$ cat config.mk
export PLATFORM = sky130hd
export DESIGN_NAME = sniffer_match_logger_flat
export DESIGN_NICKNAME = d
export VERILOG_FILES = /design/src/rtl/sniffer_match_logger_if.sv /design/src/rtl/sniffer_match_logger.sv /design/src/flat_wrapper.sv
export SDC_FILE = /design/constraint.sdc
export NUM_CORES = 1
export LEC_CHECK = 0
export ABC_AREA = 1
export BUFFER_PORTS_ARGS = -buffer_cell sky130_fd_sc_hd__buf_2
export CORE_MARGIN = 2
export CORE_UTILIZATION = 60
export DETAILED_ROUTE_END_ITERATION = 8
export PLACE_DENSITY = 0.79
export SYNTH_ARGS = -nofsm -noshare
export SYNTH_HDL_FRONTEND = slang
export SYNTH_SLANG_ARGS = --single-unit
$ cat constraint.sdc
create_clock -name clk -period 5.05 [get_ports clk]
set_input_delay 1.01 -clock clk [delete_from_list [all_inputs] [get_ports clk]]
set_output_delay 1.01 -clock clk [all_outputs]
set_load 0.02 [all_outputs]
$ cat src/rtl/sniffer_match_logger_if.sv
// rtl/sniffer_match_logger_if.sv - FIFO readout port of the sniffer match logger
interface sniffer_match_logger_if #(
    parameter int WIDTH    = 32,
    parameter int TS_WIDTH = 32,
    parameter int DEPTH    = 16
);
    localparam int LW = $clog2(DEPTH) + 1;

    logic                rd_en;
    logic [WIDTH-1:0]    rd_addr;
    logic [TS_WIDTH-1:0] rd_ts;
    logic                rd_valid;
    logic                empty;
    logic                full;
    logic [LW-1:0]       level;

    modport master (output rd_en, input rd_addr, rd_ts, rd_valid, empty, full, level);
    modport slave  (input rd_en, output rd_addr, rd_ts, rd_valid, empty, full, level);
endinterface

$ cat src/rtl/sniffer_match_logger.sv
// rtl/sniffer_match_logger.sv - logs comparator hits {addr, timestamp} into a FIFO with threshold irq/auto-stop
// Optional timestamp capture enabled by defining MATCH_LOG_TIMESTAMP_EN.
module sniffer_match_logger #(
    parameter int WIDTH     = 32,
    parameter int DEPTH     = 16,
    parameter int TS_WIDTH  = 32,
    parameter int CNT_WIDTH = 16
) (
    input  logic                 clk,
    input  logic                 reset,
    input  logic [WIDTH-1:0]     addr,
    input  logic                 match,
    input  logic                 arm,
    input  logic                 stop,
    input  logic                 clear,
    input  logic [CNT_WIDTH-1:0] threshold,
    sniffer_match_logger_if.slave rd,
    output logic [CNT_WIDTH-1:0] hit_count,
    output logic                 overflow,
    output logic                 irq,
    output logic                 armed
);
    localparam int AW = $clog2(DEPTH);
`ifdef MATCH_LOG_TIMESTAMP_EN
    localparam int EW = WIDTH + TS_WIDTH;
`else
    localparam int EW = WIDTH;
`endif

    typedef enum logic [1:0] {IDLE, ARMED, STOPPED} state_t;

    state_t               state, state_nx;
    logic [WIDTH-1:0]     addr_d;
    logic [AW:0]          wr_ptr, rd_ptr;
    logic [EW-1:0]        mem [DEPTH];
    logic [EW-1:0]        wr_data, rd_word;
    logic [CNT_WIDTH-1:0] hit_cnt, hit_inc;
    logic                 ovf_q, irq_q;
    logic [WIDTH-1:0]     rd_addr_q;
    logic                 rd_valid_q;
    logic                 fifo_empty, fifo_full;
    logic                 hit, do_rd, do_wr, drop, thr_hit;

    assign fifo_empty = (wr_ptr == rd_ptr);
    assign fifo_full  = (wr_ptr[AW] != rd_ptr[AW]) && (wr_ptr[AW-1:0] == rd_ptr[AW-1:0]);

    // clear discards any match or read presented in the same cycle
    assign hit     = (state == ARMED) && match && !clear;
    assign do_rd   = rd.rd_en && !fifo_empty && !clear;
    assign do_wr   = hit && (!fifo_full || do_rd);
    assign drop    = hit && fifo_full && !do_rd;
    assign hit_inc = (&hit_cnt) ? hit_cnt : hit_cnt + 1'b1;
    // only an exact transition onto the threshold fires, never a live lowering below the count
    assign thr_hit = hit && (threshold != '0) && (hit_cnt != threshold) && (hit_inc == threshold);

    always_comb begin
        state_nx = state;
        if (clear) begin
            state_nx = IDLE;
        end else begin
            unique case (state)
                IDLE:    if (arm && !stop)      state_nx = ARMED;
                ARMED:   if (stop || thr_hit)   state_nx = STOPPED;
                STOPPED: if (arm && !stop)      state_nx = ARMED;
                default:                        state_nx = IDLE;
            endcase
        end
    end

    always_ff @(posedge clk or negedge reset) begin
        if (!reset) begin
            state   <= IDLE;
            addr_d  <= '0;
            hit_cnt <= '0;
            ovf_q   <= 1'b0;
            irq_q   <= 1'b0;
        end else begin
            state  <= state_nx;
            addr_d <= addr;
            irq_q  <= thr_hit;
            if (clear) begin
                hit_cnt <= '0;
                ovf_q   <= 1'b0;
            end else begin
                if (state != ARMED && state_nx == ARMED) begin
                    hit_cnt <= '0;
                end else if (hit) begin
                    hit_cnt <= hit_inc;
                end
                if (drop) begin
                    ovf_q <= 1'b1;
                end
            end
        end
    end

    always_ff @(posedge clk or negedge reset) begin
        if (!reset) begin
            wr_ptr     <= '0;
            rd_ptr     <= '0;
            rd_valid_q <= 1'b0;
            rd_addr_q  <= '0;
        end else begin
            rd_valid_q <= do_rd;
            if (clear) begin
                wr_ptr <= '0;
                rd_ptr <= '0;
            end else begin
                if (do_wr) wr_ptr <= wr_ptr + 1'b1;
                if (do_rd) rd_ptr <= rd_ptr + 1'b1;
            end
            if (do_rd) begin
                rd_addr_q <= rd_word[EW-1 -: WIDTH];
            end
        end
    end

    always_ff @(posedge clk) begin
        if (do_wr) begin
            mem[wr_ptr[AW-1:0]] <= wr_data;
        end
    end

    assign rd_word = mem[rd_ptr[AW-1:0]];

`ifdef MATCH_LOG_TIMESTAMP_EN
    logic [TS_WIDTH-1:0] ts, rd_ts_q;

    always_ff @(posedge clk or negedge reset) begin
        if (!reset) begin
            ts      <= '0;
            rd_ts_q <= '0;
        end else begin
            ts <= clear ? '0 : ts + 1'b1;
            if (do_rd) begin
                rd_ts_q <= rd_word[TS_WIDTH-1:0];
            end
        end
    end

    assign wr_data  = {addr_d, ts};
    assign rd.rd_ts = rd_ts_q;
`else
    assign wr_data  = addr_d;
    assign rd.rd_ts = {TS_WIDTH{1'b0}};
`endif

    assign rd.rd_addr  = rd_addr_q;
    assign rd.rd_valid = rd_valid_q;
    assign rd.empty    = fifo_empty;
    assign rd.full     = fifo_full;
    assign rd.level    = wr_ptr - rd_ptr;
    assign hit_count   = hit_cnt;
    assign overflow    = ovf_q;
    assign irq         = irq_q;
    assign armed       = (state == ARMED);
endmodule
$ cat src/flat_wrapper.sv
// flat-port wrapper written by rule: the top's interface ports become plain ports
module sniffer_match_logger_flat 
#(
    parameter int WIDTH     = 32,
    parameter int DEPTH     = 16,
    parameter int TS_WIDTH  = 32,
    parameter int CNT_WIDTH = 16
)
  (clk, reset, addr, match, arm, stop, clear, threshold, hit_count, overflow, irq, armed, rd_rd_en, rd_rd_addr, rd_rd_ts, rd_rd_valid, rd_empty, rd_full, rd_level);
  sniffer_match_logger_if #(.WIDTH(WIDTH), .TS_WIDTH(TS_WIDTH), .DEPTH(DEPTH)) rd_i ();
  input  logic clk;
  input  logic reset;
  input  logic [WIDTH-1:0] addr;
  input  logic match;
  input  logic arm;
  input  logic stop;
  input  logic clear;
  input  logic [CNT_WIDTH-1:0] threshold;
  output logic [CNT_WIDTH-1:0] hit_count;
  output logic overflow;
  output logic irq;
  output logic armed;
  input wire logic [$bits(rd_i.rd_en)-1:0] rd_rd_en;
  output wire logic [$bits(rd_i.rd_addr)-1:0] rd_rd_addr;
  output wire logic [$bits(rd_i.rd_ts)-1:0] rd_rd_ts;
  output wire logic [$bits(rd_i.rd_valid)-1:0] rd_rd_valid;
  output wire logic [$bits(rd_i.empty)-1:0] rd_empty;
  output wire logic [$bits(rd_i.full)-1:0] rd_full;
  output wire logic [$bits(rd_i.level)-1:0] rd_level;
  assign rd_i.rd_en = rd_rd_en;
  assign rd_rd_addr = rd_i.rd_addr;
  assign rd_rd_ts = rd_i.rd_ts;
  assign rd_rd_valid = rd_i.rd_valid;
  assign rd_empty = rd_i.empty;
  assign rd_full = rd_i.full;
  assign rd_level = rd_i.level;
  sniffer_match_logger #(.WIDTH(WIDTH), .DEPTH(DEPTH), .TS_WIDTH(TS_WIDTH), .CNT_WIDTH(CNT_WIDTH)) u_core (.clk(clk), .reset(reset), .addr(addr), .match(match), .arm(arm), .stop(stop), .clear(clear), .threshold(threshold), .rd(rd_i), .hit_count(hit_count), .overflow(overflow), .irq(irq), .armed(armed));
endmodule
* Word level (Yosys, flattened, before mapping)
Memory sizes are Yosys's and may differ from the RTL's. A register that Yosys moved wholly into a read port is not among the register bits. Index checks and enable logic that the tools add are counted.
Storage, ports and cells: bits in registers 63, bits in latches 0, RAM bits 512, ROM bits 0, output and inout bits 91, logic and storage cells 67, memories kept 1
Operators by class: $add $sub $neg 4, multiply operators 0, div/mod/pow operators 0, order comparisons 0, eq/ne operators 9, shifts and indexed selects 0, muxes and demuxes 16, bitwise operators 0, reductions and logical operators 29
Memories:
- u_core.mem | words 16, bits a word 32, rd ports 1, clocked after memory_dff 1, wr ports 1, line sniffer_match_logger.sv:35 | logic [EW-1:0] mem [DEPTH];
Operator list (count):
- $mux W16 | 4
- $mux W5 | 4
- $add A16 B1 Y16 const B | 1
- $eq A16 B16 Y1 | 1
- $ne A16 B16 Y1 | 1
- $reduce_and A16 Y1 | 1
- $reduce_bool A16 Y1 | 1
- $logic_and A1 B1 Y1 | 13
- $add A5 B1 Y5 const B | 2
- $logic_not A1 Y1 | 6
- $mux W2 | 3
- $reduce_bool A2 Y1 | 3
- $eq A5 B5 Y1 | 1
- $sub A5 B5 Y5 | 1
- $eq A2 B1 Y1 const B | 2
- $eq A4 B4 Y1 | 1
- $mux W1 | 4
- $pmux W2 S2 | 1
- $reduce_bool A3 Y1 | 1
- $eq A2 B2 Y1 const B | 1
- $logic_not A2 Y1 | 1
- $logic_or A1 B1 Y1 | 2
- $ne A2 B1 Y1 const B | 1
- $reduce_or A2 Y1 | 1
- $ne A1 B1 Y1 | 1

* Logic depth before layout (Yosys ltp)
depth after elaboration 14, mapped depth 18

* Least setup slack after synthesis
Ideal clock, no wire load.
path type reg-to-reg, start register u_core.rd_ptr[1], end memory u_core.mem[0][0] (netlist bit), enable pin, setup time 0.421 ns, data arrival time 3.697 ns, path slack 0.932 ns, stages on the path, launching flop included 15, cell sequence dfrtp_1 > inv_1 > buf_2 > clkbuf_1 > clkbuf_1 > ha_1 > nand4_1 > o21ai_2 > nor2_4 > inv_2 > nand2_1 > nand2_1 > inv_2 > nand2_1 > nor2_1
On the way: word-level cells in the longest chain between the ends 8
Ends and longest elaborated chain:
- from (decl) | line sniffer_match_logger.sv:34 | logic [AW:0] wr_ptr, rd_ptr;
- from (signal assigned) | line sniffer_match_logger.sv:110 | if (do_rd) rd_ptr <= rd_ptr + 1'b1;
- $eq A5 B5 Y1 | line sniffer_match_logger.sv:44 | assign fifo_empty = (wr_ptr == rd_ptr);
- $logic_not A1 Y1 | line sniffer_match_logger.sv:49 | assign do_rd = rd.rd_en && !fifo_empty && !clear;
- $logic_and A1 B1 Y1 (2 in series) | line sniffer_match_logger.sv:49
- $logic_or A1 B1 Y1 (*) | line sniffer_match_logger.sv:50 | assign do_wr = hit && (!fifo_full || do_rd);
- $logic_and A1 B1 Y1 (*) | line sniffer_match_logger.sv:50
- $mux W1 (*) | line sniffer_match_logger.sv:119 | if (do_wr) begin
- $mux W1 (not written as such) (*) | line sniffer_match_logger.sv:120 | mem[wr_ptr[AW-1:0]] <= wr_data;
- to (decl) | line sniffer_match_logger.sv:35
Every way passes the cells marked *; elsewhere a longest branch is shown, timed or not.

* Final worst setup path
start register u_core.rd_ptr[1], end memory u_core.mem[2][8] (netlist bit), enable pin
Same word-level chain as after synthesis.

==> results by group <==
Run status
  – Status: finished, final reports clean

Placement
  – Buffers added on ports: 113
  – Gp weighted congestion: 0.900
  – Dpl hpwl: 33.3 mm
  – Placement Cell Area: 25,600 um^2

Finish
  – Layout cells sized above 1: 0.142
  – P&R area growth vs syn: 12.9%
  – Finished Cell Area: 27,700 um^2
  – Antenna cells: 0
  – Final Util: 0.682
  – Total Nets Final: 2,136
  – Filler cells: 2,706

Die
  – Die boundary height: 206 um
  – Die area: 42,500 um^2
  – I/O pin cnt: 146
  – Chip width: 206 um
  – Core area: 40,600 um^2
  – Row cnt: 74
  – Initial Util: 0.604

GRT
  – First-pass GRT wire length: 91.2 mm
  – GR Util met3: 0.0453
  – M1 GR Usage: 0.402
  – GRT overflow: 0
  – Most used routing layer: met2
  – M2 GR Usage: 0.452
  – Initial antenna violation count: 0
  – Vias in the first global route: 16,000
  – GRT Total Usage: 0.286
  – Largest net degree at the start of global routing: 260

Synthesis
  – Seq/Total Area, Yosys: 0.724
  – Mean post-synth cell area: 12.4 um^2
  – Ys async rst share: 0.157
  – Yosys cell types: 41
  – EDFF count, synth: 512
  – YS warnings: 0
  – Post-synth top flop: edfxtp_1
  – Yosys reg bits: 607
  – Mapped Cells: 1,975
  – Post-Synthesis Cell Area: 24,500 um^2

Min path
  – Hold Crit Class: input port to async pin

Routing
  – Vias per cell: 6.18
  – Iter 0 DRT Violations: 2,223
  – Residual DRC count: 0
  – Pre-antenna DRT Iters: 6
  – Vias: 16,400
  – Antenna Nets Post-Route: 0
  – Final wirelength: 60.1 mm
  – Drt wl/cell: 22.7 um

Timing
  – Slew @ Worst Pin: 1240 ps
  – Sum Neg Setup Slack: 0 ps
  – Slew Limit Fails: 0
  – Final Cycle Share: 0.758
  – Final Critical Period: 3830 ps
  – Maximum clock frequency: 261 MHz
  – Final Hold Viols: 0
  – Clock Skews: 20.0 ps
  – Setup violations, final: 0
  – RSZ-0062 raised after global routing: false
  – Rel. slew slack: 0.173

Critical path
  – CP Capture Type: flip-flop
  – Crit path launch type: flip-flop
  – Crit path DAT: 4140 ps
  – Worst reg2reg path depth: 12
  – Setup CP Type: flip-flop to flip-flop
  – Reg2reg setup slack: 1220 ps
  – CP max FO: 64
  – Worst Path Required: 5360 ps

Clocking
  – Hold Buf Count CTS: 0
  – Post-cts sizing count: 0
  – Worst skew pair latency: 620 ps
  – CTS tree: built
  – Postcts setup bufs: 0
  – Htree depth: 2
  – TritonCTS buffer count: 58
  – Longest Clk Path Bufs: 3
  – Reg clk slew, reported paths: 60 ps
  – Sink Count: 607
  – Clock Root Buffer: clkbuf_16

Power
  – PD cells: 406 nW/um^2
  – Worst IR Drop VDD: 450 uV
  – Power Total: 11,200 uW
  – Leakage: 0.0100 uW

Flow run
  – Maxcap violations: 0
## cell families (layout without fill, tap and decap cells)
family / Yosys count / count (layout) / share of synthesized area
simple gates: 611 / 611 / 0.101
flops: 607 / 607 / 0.724
fa+ha+maj: 11 / 11 / 0.00592
xor+xnor: 20 / 20 / 0.00715
compound gates: 520 / 520 / 0.124
other cells: 1 / 32 / 0.000153
buf+inv: 205 / 318 / 0.0374
## path summary, 6_finish.rpt
check / to / startpoint
max: u_core.mem[2][8] / u_core.rd_ptr[1]
min: u_core.addr_d[11] / reset
max reg2reg: u_core.mem[2][8] / u_core.rd_ptr[1]
min reg2reg: u_core.rd.rd_addr[4] / u_core.rd.rd_addr[4]
max in group asynchronous: u_core.rd_ptr[0] / reset
min in group clk: u_core.rd.rd_addr[4] / u_core.rd.rd_addr[4]
## registers in the layout, indices dropped and copies added, names as in the netlist
register	count
u_core.irq	1
u_core.mem	512
u_core.rd.rd_addr	32
u_core.rd_ptr	5
u_core.hit_count	16
u_core.overflow	1
u_core.addr_d	32
u_core.state	2
u_core.wr_ptr	5
u_core.rd.rd_valid	1
## layout by cell type (no fill, tap or decap), types with 32 or more instances in the layout
master       n
buf_4       34
conb_1      32
clkbuf_16   60
nand2_1    151
nor2_1     356
o22ai_1     98
o21ai_0    303
inv_1       51
dfrtp_1     93
nand3_1     39
buf_2      112
edfxtp_1   512
## critical path, cell delays in order, from the launching register on
cell and delay, ps:
dfrtp_4 900, clkinv_2 150, ha_1 340, nand4_1 140
o21ai_2 140, nor2_4 120, inv_2 40, nand2_1 60
nand2_1 100, inv_2 140, nand2_1 270, nor2_4 780
buf_4 350
## synth_stat cells, types with 3 or more instances
| master | count | area, um^2 |
|---|---|---|
| ha_1 | 10 | 125 |
| o21a_1 | 3 | 22.5 |
| o22ai_1 | 98 | 613 |
| a22o_1 | 9 | 78.8 |
| dfrtp_1 | 95 | 2380 |
| buf_1 | 6 | 22.5 |
| a221oi_1 | 21 | 184 |
| xnor2_1 | 14 | 123 |
| a21oi_1 | 14 | 70.1 |
| edfxtp_1 | 512 | 15400 |
| buf_2 | 10 | 50.1 |
| xor2_1 | 6 | 52.6 |
| nand2_2 | 5 | 31.3 |
| o21ai_0 | 303 | 1520 |
| nor2_2 | 5 | 31.3 |
| inv_1 | 54 | 203 |
| nand3b_1 | 4 | 30.0 |
| clkbuf_1 | 94 | 353 |
| a31oi_1 | 10 | 62.6 |
| nor2_4 | 3 | 33.8 |
| buf_4 | 32 | 240 |
| nand2_1 | 151 | 567 |
| inv_2 | 5 | 18.8 |
| nor3_1 | 9 | 45.0 |
| nand4_1 | 19 | 119 |
| a2bb2oi_1 | 21 | 184 |
| nand3_1 | 39 | 195 |
| nor2_1 | 372 | 1400 |
| o21ai_1 | 15 | 75.1 |
| a31o_2 | 21 | 184 |
## cell type report
class                   instances  area (um^2)  area share
flip-flops and latches        607        17800       0.642
well taps                     532          666      0.0241
clock buffers                  75         1610      0.0581
inverters                      61          235     0.00850
clock inverters                34          458      0.0166
repair buffers                148          856      0.0309
multi-input cells            1194         6080       0.220
## metal layers
layer,share of wire,vias to the layer above
met5,0,-
met3,0.097,138
met1,0.40,7980
met4,0.031,0
met2,0.48,949
li1,-,7324
## per-stage QoR
step,hold slack (ps),setup slack [ps],instances
finish,413,1220,2651
CTS,422,1250,2651
detailed placement,465,1290,2542
global route,452,1010,2651
global placement,461,1350,2542
floorplan,455,932,2006
## power by group
group	internal, uW	switching [uW]	leakage, uW
registers	5580	154	0.00578
clock network	2760	1850	0.00101
logic	296	571	0.00323
Note: power is estimated with default switching activity, not from simulation.
